<file path="src/rtl/fetch_unit.sv">
// IF stage: owns the fetch PC and the IF/ID pipeline register. It also counts
// the instructions loaded into IF/ID and the flushes it has accepted.
module fetch_unit #(
    parameter logic [31:0] RESET_PC = 32'h0000_0000,
    parameter logic [31:0] NOP_INST = 32'h0000_0013
) (
    input  logic        cpu_clk,
    input  logic        cpu_rst,
    output logic [13:0] irom_adr,
    input  logic [31:0] irom_inst,
    input  logic        stall,
    input  logic        flush,
    input  logic [31:0] redirect_pc,
    output logic [31:0] pc,
    output logic [31:0] id_inst,
    output logic [31:0] id_pc,
    output logic [31:0] id_pc4,
    output logic        id_valid,
    output logic [31:0] fetch_cnt,
    output logic [15:0] flush_cnt
);

    logic [31:0] r_pc_q, r_pc_d;
    logic [31:0] r_inst_q, r_inst_d;
    logic [31:0] r_id_pc_q, r_id_pc_d;
    logic [31:0] r_id_pc4_q, r_id_pc4_d;
    logic        r_valid_q, r_valid_d;
    logic [31:0] r_fcnt_q, r_fcnt_d;
    logic [15:0] r_flcnt_q, r_flcnt_d;
    logic [31:0] w_pc_plus4;
    logic        w_unused;

    assign w_pc_plus4 = r_pc_q + 32'd4;
    // Byte-offset bits of the redirect target are dropped without raising an exception.
    assign w_unused   = ^redirect_pc[1:0];

    always_comb begin
        r_pc_d     = r_pc_q;
        r_inst_d   = r_inst_q;
        r_id_pc_d  = r_id_pc_q;
        r_id_pc4_d = r_id_pc4_q;
        r_valid_d  = r_valid_q;
        r_fcnt_d   = r_fcnt_q;
        r_flcnt_d  = r_flcnt_q;
        if (flush) begin
            // A flush overrides a simultaneous stall.
            r_pc_d     = {redirect_pc[31:2], 2'b00};
            r_inst_d   = NOP_INST;
            r_id_pc_d  = 32'd0;
            r_id_pc4_d = 32'd0;
            r_valid_d  = 1'b0;
            if (r_flcnt_q != 16'hFFFF) begin
                r_flcnt_d = r_flcnt_q + 16'd1;
            end
        end else if (!stall) begin
            r_pc_d     = w_pc_plus4;
            r_inst_d   = irom_inst;
            r_id_pc_d  = r_pc_q;
            r_id_pc4_d = w_pc_plus4;
            r_valid_d  = 1'b1;
            r_fcnt_d   = r_fcnt_q + 32'd1;
        end
    end

    always_ff @(posedge cpu_clk) begin
        if (cpu_rst) begin
            r_pc_q     <= RESET_PC;
            r_inst_q   <= NOP_INST;
            r_id_pc_q  <= 32'd0;
            r_id_pc4_q <= 32'd0;
            r_valid_q  <= 1'b0;
            r_fcnt_q   <= 32'd0;
            r_flcnt_q  <= 16'd0;
        end else begin
            r_pc_q     <= r_pc_d;
            r_inst_q   <= r_inst_d;
            r_id_pc_q  <= r_id_pc_d;
            r_id_pc4_q <= r_id_pc4_d;
            r_valid_q  <= r_valid_d;
            r_fcnt_q   <= r_fcnt_d;
            r_flcnt_q  <= r_flcnt_d;
        end
    end

    assign irom_adr  = r_pc_q[15:2];
    assign pc        = r_pc_q;
    assign id_inst   = r_inst_q;
    assign id_pc     = r_id_pc_q;
    assign id_pc4    = r_id_pc4_q;
    assign id_valid  = r_valid_q;
    assign fetch_cnt = r_fcnt_q;
    assign flush_cnt = r_flcnt_q;

endmodule

</file>
<file path="config.mk">
export PLATFORM = sky130hd
export DESIGN_NAME = fetch_unit
export DESIGN_NICKNAME = d
export VERILOG_FILES = /design/src/rtl/fetch_unit.sv
export SDC_FILE = /design/constraint.sdc
export NUM_CORES = 1
export LEC_CHECK = 0
export BUFFER_PORTS_ARGS = -buffer_cell sky130_fd_sc_hd__buf_4
export CAP_MARGIN = 10
export CORE_ASPECT_RATIO = 0.75
export CORE_MARGIN = 1
export CORE_UTILIZATION = 30
export CTS_BUF_LIST = sky130_fd_sc_hd__clkbuf_16
export CTS_CLUSTER_DIAMETER = 60
export DETAILED_ROUTE_END_ITERATION = 12
export PLACE_DENSITY = 0.49
export SLEW_MARGIN = 10
export SYNTH_ARGS = -nofsm -noshare
export SYNTH_HDL_FRONTEND = slang
export SYNTH_SLANG_ARGS = --single-unit
</file>
<file path="constraint.sdc">
create_clock -name cpu_clk -period 2.02 [get_ports cpu_clk]
set_input_delay 0.202 -clock cpu_clk [delete_from_list [all_inputs] [get_ports cpu_clk]]
set_output_delay 0.202 -clock cpu_clk [all_outputs]
set_load 0.01 [all_outputs]
</file>
Word level (Yosys, flattened, before mapping)

Index checks and enable logic that the tools add are counted.

Add/subtract/negate cells: 3
Equal/unequal tests: 2
Muxes and demuxes: 2
Bitwise logic cells: 2
Reduce and logical (&&, ||, !) cells: 3

Operators by type and width:

| cell                                                  | count |
|---|---|
| 2-to-1 mux 32 bit                                     | 2 |
| adder 32 x 1 -> 32 bit, second input constant         | 1 |
| adder 32 x 3 -> 32 bit, second input constant         | 1 |
| adder 16 x 1 -> 16 bit, second input constant         | 1 |
| inequality test 16 bit, second input constant         | 1 |
| AND reduction 2 bit                                   | 2 |
| inequality test 2 x 1 -> 1 bit, second input constant | 1 |
| NOT 1 bit                                             | 2 |
| OR reduction 2 bit                                    | 1 |

Register bits after elaboration: 177
Bits of input ports: 68
Output and inout bits: 191
Logic and storage cells: 20

Depth between registers and ports, before layout

Gate-level depths: netlist (run 1).

Word-level depth: 3
Mapped depth: 8
Mapped depth without buffers: 6

Least setup slack after synthesis (run 1)

No wires, ideal clock.

Kind: reg-to-reg
From: register r_pc_q[2], in the netlist pc[2]
To: register r_pc_q[28], in the netlist pc[28]
Library setup time: 0.115 ns
Arrival: 1.816 ns
Required time: 1.905 ns
Path slack: 0.089 ns
Stages on the path, launching flop included: 7
Period minus slack after synthesis: 1.931 ns
Cells stage by stage: dfxtp_1 ha_1 nand4b_1 nor3_2 nand3_1 xnor2_1 o21a_1

Cells in the longest elaborated chain, start to end: 3

Ends and longest elaborated chain:

| item                   | RTL line | source |
|---|---|---|
| from (decl)            | 23       | `logic [31:0] r_pc_q, r_pc_d;` |
| from (signal assigned) | 75       | `r_pc_q <= r_pc_d;` |
| adder 32 x 3 -> 32 bit | 33       | `assign w_pc_plus4 = r_pc_q + 32'd4;` |
| 2-to-1 mux 32 bit      | 55       | `end else if (!stall) begin` |
| 2-to-1 mux 32 bit      | 45       | `if (flush) begin` |

Every way passes these cells. The select of a mux whose other input is x is not followed.
A chain may end at the register's enable or synchronous reset.

Worst setup path in the final report (run 1)

From: register r_fcnt_q[9], in the netlist fetch_cnt[9]
To: register r_fcnt_q[29], in the netlist fetch_cnt[29]

Cells in the longest elaborated chain, start to end: 1

Ends and longest elaborated chain:

| item                   | RTL line | source |
|---|---|---|
| from (decl)            | 28       | `logic [31:0] r_fcnt_q, r_fcnt_d;` |
| from (signal assigned) | 80       | `r_fcnt_q <= r_fcnt_d;` |
| adder 32 x 1 -> 32 bit | 61       | `r_fcnt_d = r_fcnt_q + 32'd1;` |

Every way passes these cells.

==> results.cfg, run 1 <==
[layout]
mostFrequentLayoutCells = 322 x buf_4, 171 x dfxtp_1, 142 x nor2_1
regArea_sq_um = 3420
final_cell_count_no_fill = 1528
fin_area_sq_um = 11200
multiInputGateArea_sq_um = 3820
final_common_cell = buf_4
layout-area-overhead-vs-synth_pct = 46.6
final_util_pct = 44.9
diodes = 0
drive_gt1_share_pct = 30.8
fin_nets = 1250
nFillCells = 2526

[pwr]
clkPwrFrac_pct = 43.6
pwr-share-comb_pct = 11.8
vdd_ir_drop_max_mv = 0.601
power_density_nw_per_um2 = 707
p_int_mw = 6.00
switching_share_pct = 24.5
p_seq_share_pct = 44.6
power_leakage_nw = 4.90
switchingPower_mw = 1.95

[cts]
cts_max_path_buffers = 2
htreeDepth = 4
cts_tree = yes
path_clk_slew_ps = 70
cts.sinks = 171
cts-root-buf = clkbuf_16
clk_latency_ps = 440
tritoncts.num_buffers = 17

[die]
io_pins = 259
die-area_sq_um = 26200
core_sq_um = 25000
initial_core_util_pct = 30.6
num_rows = 50
fp.dieH_microns = 140
die_w_microns = 187

[global_routing]
grt_use_total_pct = 18.2
grt_pass1_vias = 6604
grt_max_degree = 60
grt_pass1_wl_microns = 37500
antenna_found_initial = 0
grt_overflow_total = 0

[synth]
synthArstFlopShare_pct = 0
yosysWarnings = 0
ys_seq_area_share_pct = 44.6
synth_xor_area_share_pct = 10.6
synth_edf_count = 0
synth-main-ff-cell = dfxtp_1
muxShareOfSynthArea_pct = 9.14
syn_inst = 868
synth.distinct_cells = 43
synth_top_family_by_area = simple AND/OR/NAND/NOR gates
synth_compound_area_share_pct = 7.80
synth_area_sq_um = 7670
avgSynthCellArea_sq_um = 8.83
synth-simple-area-share_pct = 21.3
synthAdderAreaFrac_pct = 0.490
synth_seq_cells = 171

[detailed_routing]
viasPerCell = 4.61
routed_wl_microns = 23900
num_vias = 7051
drcViolationCount = 0
first_iter_violations = 371
wl_per_cell_microns = 15.6
drt-pass1-iter-count = 4
antenna_left = 0

[timing]
finClkSkew_ps = 10.3
hold_violations = 0
setup_viol = 0
tightest_slew_ps = 576
worst_slack_ps = 101
period_needed_ps = 1920
fin_crit_sh_pct = 95.0
slew_headroom_pct = 61.6
max_freq_mhz = 521
finalMaxSlewViolations = 0

[critical_path]
cp_top_family = simple AND/OR/NAND/NOR gates
setup.worst_path.end_class = flop
cp_slowest_cell = or4_1
cp-start-kind = flop
crit_fanout = 10
path_buf_inv = 1
cp.required_ps = 2340
max_stage_delay_ps = 540
path_cells = nand4_4, or4_1, buf_4, nor4_2, xnor2_1, nor2_1
arrival_ps = 2240
critical_path_class = reg2reg

[place]
dpl_worst_slack_ps = 102
dp_hpwl_microns = 17200
place_area_sq_um = 10200
placedCellCount = 1452
portBuffers = 250
place.gp.congestion = 0.762

[flow_run]
drv_cap = 0

[run_status]
status = completed

[worst_hold_path]
min_path_type = in2reg
## flip-flops by register name (all words and copies together), names as in the netlist
| name | flops |
|---|---|
| pc | 30 |
| id_pc | 30 |
| id_valid | 1 |
| flush_cnt | 16 |
| id_pc4 | 30 |
| id_inst | 32 |
| fetch_cnt | 32 |
## routing by layer
layer	GRT usage (%)	share of wire [%]	vias up
li1	-	-	3539
met1	26.2	51	3305
met2	26.7	43	187
met3	4.38	5.3	20
met4	5.22	1.2	0
met5	0	0	-
## worst paths after layout
path | to | cells after the start | startpoint | slack (ps)
max | fetch_cnt[29]$_SDFFE_PP0P_ | 6 | fetch_cnt[9]$_SDFFE_PP0P_ | 100
min | id_inst[13]$_SDFFE_PP0N_ | 3 | irom_inst[13] | 20
max reg2reg | fetch_cnt[29]$_SDFFE_PP0P_ | 6 | fetch_cnt[9]$_SDFFE_PP0P_ | 100
min reg2reg | id_pc4[4]$_SDFFE_PP0N_ | 2 | id_pc4[4]$_SDFFE_PP0N_ | 470
## power by group through the flow
| stage | Sequential [mW] | Clock (mW) | Combinational (mW) |
|---|---|---|---|
| 4_1_cts | 3.55 | 3.58 | 0.945 |
| 3_3_place_gp | 3.62 | 0 | 0.869 |
| 2_1_floorplan | 3.66 | 0 | 0.410 |
| 5_1_grt | 3.56 | 3.74 | 1.01 |
| 3_5_place_dp | 3.62 | 0 | 0.871 |
| 6_report | 3.55 | 3.46 | 0.935 |
## repair_timing
item	CTS	global route
setup endpoints to repair	0	8
gates resized for setup	0	1
hold buffers	43	0
setup buffers	0	3
endpoints found under the hold margin	43	0
## synthesized netlist by cell type, types with 2 or more instances
cell         n  area [sq um]
dfxtp_1    171          3420
nor2_1     142           533
mux2i_1     70           701
a21oi_1     53           265
xor2_1      52           455
clkbuf_1    44           165
nand2_1     44           165
xnor2_1     41           359
nand3_1     38           190
o21ai_0     32           160
buf_4       20           150
nand4_1     20           125
inv_1       16          60.1
nor3_1      13          65.1
and3_1      11          68.8
nor4_1      11          68.8
o21a_1      11          82.6
and4_1       9          78.8
buf_1        8          30.0
buf_2        8          40.0
nor4_2       8           100
and2_1       5          31.3
nor2b_1      5          31.3
or3_1        5          31.3
nand4b_1     4          35.0
o22ai_1      4          25.0
ha_1         3          37.5
nor3_2       2          20.0
o2111ai_1    2          17.5
o211ai_1     2          15.0
or4_1        2          15.0
## tightest hold or removal path, stage by stage
cell	delay, ps
buf_4	80
mux2i_1	50
nor2_1	90
## logic make-up after synthesis
kind of cell,after synthesis
other,1
adders and majority gates,3
and+or+nand+nor,325
buffers and inverters,97
DFF,171
xor gates and xnor gates,93
AOI/OAI and AO/OA,108
muxes,70
## metrics by stage
step	power (mW)	setup TNS (ps)	hold WS (ps)
after detailed placement	4.49	0	421
after global routing	8.31	-14.8	1.14
final	7.95	0	22.3
after global placement	4.49	0	418
after floorplan	4.07	0	327
after CTS	8.07	0	4.30
## cell type report
class	instances	share of cell area [%]
multi-input cells	605	34.0
flip-flops and latches	171	30.5
repair buffers	368	25.9
clock buffers	17	3.79
well taps	338	3.76
clock inverters	13	1.58
inverters	16	0.534
(Power assumes the default switching activity.)
==> run 2: changes to the inputs <==
--- a/config.mk
+++ b/config.mk
@@ -7,11 +7,11 @@
 export LEC_CHECK = 0
 export BUFFER_PORTS_ARGS = -buffer_cell sky130_fd_sc_hd__buf_4
 export CAP_MARGIN = 10
-export CORE_ASPECT_RATIO = 0.75
+export CORE_ASPECT_RATIO = 1.4
 export CORE_MARGIN = 1
 export CORE_UTILIZATION = 30
 export CTS_BUF_LIST = sky130_fd_sc_hd__clkbuf_16
-export CTS_CLUSTER_DIAMETER = 60
+export CTS_CLUSTER_DIAMETER = 150
 export DETAILED_ROUTE_END_ITERATION = 12
 export PLACE_DENSITY = 0.49
 export SLEW_MARGIN = 10
==> run 2 against run 1 <==
Core utilization shrank 0.56 points. Largest cell class unchanged. Die area is essentially flat. Critical endpoint is now fetch_cnt[31]$_SDFFE_PP0P_. First-iteration DRC count shrank 36%. Combinational power shrank 4.6%. Cell count shrank 2.7%. Global-route usage shrank 0.26 points.
==> results.cfg, run 2 (same netlist as run 1, synthesis figures left out) <==
[cts]
htreeDepth = 4
postCtsSetupRepairBufs = 0
cts_max_path_buffers = 2
cts_tree = yes
cts.sinks = 171
clk_latency_ps = 420
tritoncts.num_buffers = 17
path_clk_slew_ps = 70
cts-root-buf = clkbuf_16

[pwr]
switchingPower_mw = 1.91
p_seq_share_pct = 45.8
power_density_nw_per_um2 = 705
power_leakage_nw = 4.84
switching_share_pct = 24.6
pwr-share-comb_pct = 11.5
p_int_mw = 5.85
vdd_ir_drop_max_mv = 0.602
clkPwrFrac_pct = 42.7

[timing]
finalMaxSlewViolations = 0
grt_setup_unrepaired = false
max_freq_mhz = 537
fin_setup_tns_ps = 0
tightest_slew_ps = 586
whs_ps = 22.1
slew_headroom_pct = 61.0
worst_slack_ps = 158
hold_violations = 0
fin_crit_sh_pct = 92.2
finClkSkew_ps = 8.38
period_needed_ps = 1860
setup_viol = 0

[place]
place_area_sq_um = 10100
portBuffers = 250
dpl_worst_slack_ps = 116
dp_hpwl_microns = 16800
place.gp.congestion = 0.750

[global_routing]
antenna_found_initial = 0
grt_max_degree = 65
grt_use_total_pct = 17.9
grt_pass1_wl_microns = 36300
grt_overflow_total = 0
grt_pass1_vias = 6714

[critical_path]
regToRegSetupSlack_ps = 160
cp.required_ps = 2320
crit_fanout = 10
critical_path_class = reg2reg
cp-start-kind = flop
setup.worst_path.end_class = flop
arrival_ps = 2160

[layout]
fin_nets = 1229
drive_gt1_share_pct = 30.8
final_util_pct = 44.3
fin_area_sq_um = 11000
final_common_cell = buf_4
layout-area-overhead-vs-synth_pct = 43.7
mostFrequentLayoutCells = 312 x buf_4, 169 x dfxtp_1, 142 x nor2_1
diodes = 0

[detailed_routing]
num_vias = 6866
routed_wl_microns = 23300
drcViolationCount = 0
drt-pass1-iter-count = 4
viasPerCell = 4.62
first_iter_violations = 238
antenna_left = 0
wl_per_cell_microns = 15.7

[die]
die_w_microns = 137
die-area_sq_um = 26200
initial_core_util_pct = 30.9
core_sq_um = 24800
num_rows = 68
io_pins = 259
fp.dieH_microns = 191

[worst_hold_path]
min_path_type = in2reg

[run_status]
status = completed

[flow_run]
drv_cap = 0
[run 2: cell count changes in the layout (fill, tap and decap cells not counted), moves of 2 or more]
cell           delta
dfxtp_1           -2
inv_1             +2
dfxtp_2           +2
clkinv_2          +3
buf_4            -10
nor4_2            -2
dlygate4sd3_1    -11
[run 2: metrics by stage]
step                total power, mW  cells
detailed placement             4.49   1422
finish                         7.77   1486
global placement               4.48   1422
CTS                            7.91   1486
floorplan                      4.07    873
global route                   8.11   1486
[run 2: cell type report]
type	count	area, sq um
timing repair buffer	347	2720
multi-input combinational	605	3830
sequential	171	3430
inverter	16	60.1
clock buffer	17	425
clock inverter	15	159
fill	2510	13800
tap	315	394
[run 2: worst max-delay path: stages (launching register included)]
cell     delay, ps
dfxtp_1        370
nand4_4        100
or4_1          550
buf_4          220
nor4_4         290
xnor2_1        140
nor2_1          50
[run 2: power groups by stage]
stage / registers, mW / logic, mW / clock network (mW)
6_report: 3.56 / 0.892 / 3.32
5_1_grt: 3.57 / 0.980 / 3.56
4_1_cts: 3.56 / 0.909 / 3.44
3_5_place_dp: 3.63 / 0.852 / 0
3_3_place_gp: 3.63 / 0.850 / 0
2_1_floorplan: 3.66 / 0.410 / 0
[run 2: worst paths after layout]
check,start,endpoint,cells past startpoint
min reg2reg,id_valid$_SDFFE_PP0N_,id_valid$_SDFFE_PP0N_,1
min,irom_inst[15],id_inst[15]$_SDFFE_PP0N_,3
max reg2reg,fetch_cnt[9]$_SDFFE_PP0P_,fetch_cnt[31]$_SDFFE_PP0P_,6
max,fetch_cnt[9]$_SDFFE_PP0P_,fetch_cnt[31]$_SDFFE_PP0P_,6
[run 2: routing by layer]
| metal | up-vias | track usage, % | share of wire (%) |
|---|---|---|---|
| li1 | 3509 | - | - |
| met1 | 3174 | 21.1 | 43 |
| met2 | 172 | 31.9 | 50 |
| met3 | 11 | 4.24 | 5.8 |
| met4 | 0 | 4.99 | 0.93 |
| met5 | - | 0 | 0 |
[run 2: timing repair]
action,in CTS,in global routing
gates resized for setup,0,6
setup endpoints to repair,0,10
hold buffers,32,0
hold endpoints to repair,32,0
==> run 3: changes to the inputs <==
--- a/config.mk
+++ b/config.mk
@@ -14,6 +14,7 @@
 export CTS_CLUSTER_DIAMETER = 150
 export DETAILED_ROUTE_END_ITERATION = 12
 export PLACE_DENSITY = 0.49
+export RECOVER_POWER = 25
 export SLEW_MARGIN = 10
 export SYNTH_ARGS = -nofsm -noshare
 export SYNTH_HDL_FRONTEND = slang
==> run 3 against run 2 <==
Combinational power down 2%. Setup slack better by 0.72 ps. Final area down 1.2%. Sequential power about the same. Maximum frequency about the same. Core utilization down 0.53 points. Cell count unchanged. Register-to-register slack about the same. Global-route usage unchanged. Critical path type unchanged.
==> results.cfg, run 3 (same netlist as run 1, synthesis figures left out) <==
[run_status]
status = completed

[critical_path]
cp.required_ps = 2320
crit_fanout = 10
cp_top_family = simple AND/OR/NAND/NOR gates
cp-start-kind = flop
cp_slowest_cell = or4_1
critical_path_class = reg2reg
path_buf_inv = 1
cp.depth = 6
arrival_ps = 2160
max_stage_delay_ps = 550
worstRegToRegCells = 6
path_cells = nand4_4, or4_1, buf_4, nor4_4, xnor2_1, nor2_1
setup.worst_path.end_class = flop

[cts]
clk_latency_ps = 420
cts.sinks = 171
postCtsSetupRepairBufs = 0
cts-root-buf = clkbuf_16
path_clk_slew_ps = 70
cts_tree = yes
tritoncts.num_buffers = 17
cts_max_path_buffers = 2
htreeDepth = 4

[pwr]
switching_share_pct = 24.7
p_seq_share_pct = 45.9
pwr-share-comb_pct = 11.3
switchingPower_mw = 1.91
power.total_mw = 7.75
power_leakage_nw = 4.71
clkPwrFrac_pct = 42.9
power_density_nw_per_um2 = 712
vdd_ir_drop_max_mv = 0.606
p_int_mw = 5.84

[layout]
fin_nets = 1229
mostFrequentLayoutCells = 280 x buf_4, 169 x dfxtp_1, 142 x nor2_1
nFillCells = 2540
diodes = 0
final_common_cell = buf_4
final_util_pct = 43.8
layout-area-overhead-vs-synth_pct = 42.0
drive_gt1_share_pct = 28.3
final_cell_count_no_fill = 1486

[timing]
finClkSkew_ps = 8.40
period_needed_ps = 1860
grt_setup_unrepaired = false
slew_headroom_pct = 13.1
tightest_slew_ps = 1300
fin_setup_tns_ps = 0
fin_crit_sh_pct = 92.1
whs_ps = 20.5
finalMaxSlewViolations = 0
setup_viol = 0
hold_violations = 0
max_freq_mhz = 537

[worst_hold_path]
hold_depth = 3
min_path_type = in2reg

[detailed_routing]
viasPerCell = 4.62
drt-pass1-iter-count = 4
antenna_left = 0
num_vias = 6868
first_iter_violations = 260
routed_wl_microns = 23300
wl_per_cell_microns = 15.7
drcViolationCount = 0

[die]
die_w_microns = 137
die-area_sq_um = 26200
fp.dieH_microns = 191
num_rows = 68
core_sq_um = 24800
io_pins = 259
initial_core_util_pct = 30.9

[flow_run]
drv_cap = 0

[global_routing]
grt_use_total_pct = 17.9
grt_max_degree = 65
grt_pass1_wl_microns = 36300
antenna_found_initial = 0
grt_overflow_total = 0
grt_pass1_vias = 6714

[place]
place.gp.congestion = 0.750
portBuffers = 250
dp_hpwl_microns = 16800
placedCellCount = 1422
run 3: cell count changes in the layout (fill, tap and decap cells not counted), sizes merged:
cell    before  now
clkbuf      17   50
buf        315  282
run 3: routing by layer:
metal  part of all wire, %  track usage [%]
met1                    43             21.1
met2                    50             31.9
met3                   5.9             4.24
met4                  0.98             4.99
met5                     0                0
run 3: what timing repair did:
action / CTS / global route
hold buffers: 32 / 0
endpoints found under the hold margin: 32 / 0
endpoints found under the setup margin: 0 / 10
resized for setup: 0 / 6
run 3: through the flow:
stage               setup slack, ps  instance area [sq um]
finish                          159                  10900
global route                   3.32                  10900
CTS                             105                  11000
detailed placement              116                  10100
global placement                123                  10100
floorplan                      89.1                   7690
run 3: path summary, 6_finish.rpt:
kind | startpoint | endpoint | slack, ps
worst min-delay path | irom_inst[15] | id_inst[15]$_SDFFE_PP0N_ | 20
worst min register to register | id_valid$_SDFFE_PP0N_ | id_valid$_SDFFE_PP0N_ | 470
worst max register to register | fetch_cnt[9]$_SDFFE_PP0P_ | fetch_cnt[31]$_SDFFE_PP0P_ | 160
worst max-delay path | fetch_cnt[9]$_SDFFE_PP0P_ | fetch_cnt[31]$_SDFFE_PP0P_ | 160
run 3: layout make-up:
cell class | instances | area, sq um | area share [%]
flip-flops and latches | 171 | 3430 | 31.5
clock buffers | 17 | 425 | 3.91
well taps | 315 | 394 | 3.62
clock inverters | 15 | 159 | 1.46
repair buffers | 347 | 2590 | 23.8
inverters | 16 | 60.1 | 0.552
multi-input cells | 605 | 3830 | 35.2
run 3: worst register-to-register path: cells and delay by family, from the launching register on:
kind,cells,cell delay (ps)
XOR/XNOR,1,150
buffers and inverters,1,220
flip-flops,1,370
AND/OR/NAND/NOR,4,1000
run 3: power by group through the flow:
stage	combinational (mW)	clock, mW	sequential (mW)
3_5_place_dp	0.852	0	3.63
5_1_grt	0.960	3.56	3.57
4_1_cts	0.909	3.44	3.56
3_3_place_gp	0.850	0	3.63
6_report	0.872	3.32	3.56
2_1_floorplan	0.410	0	3.66
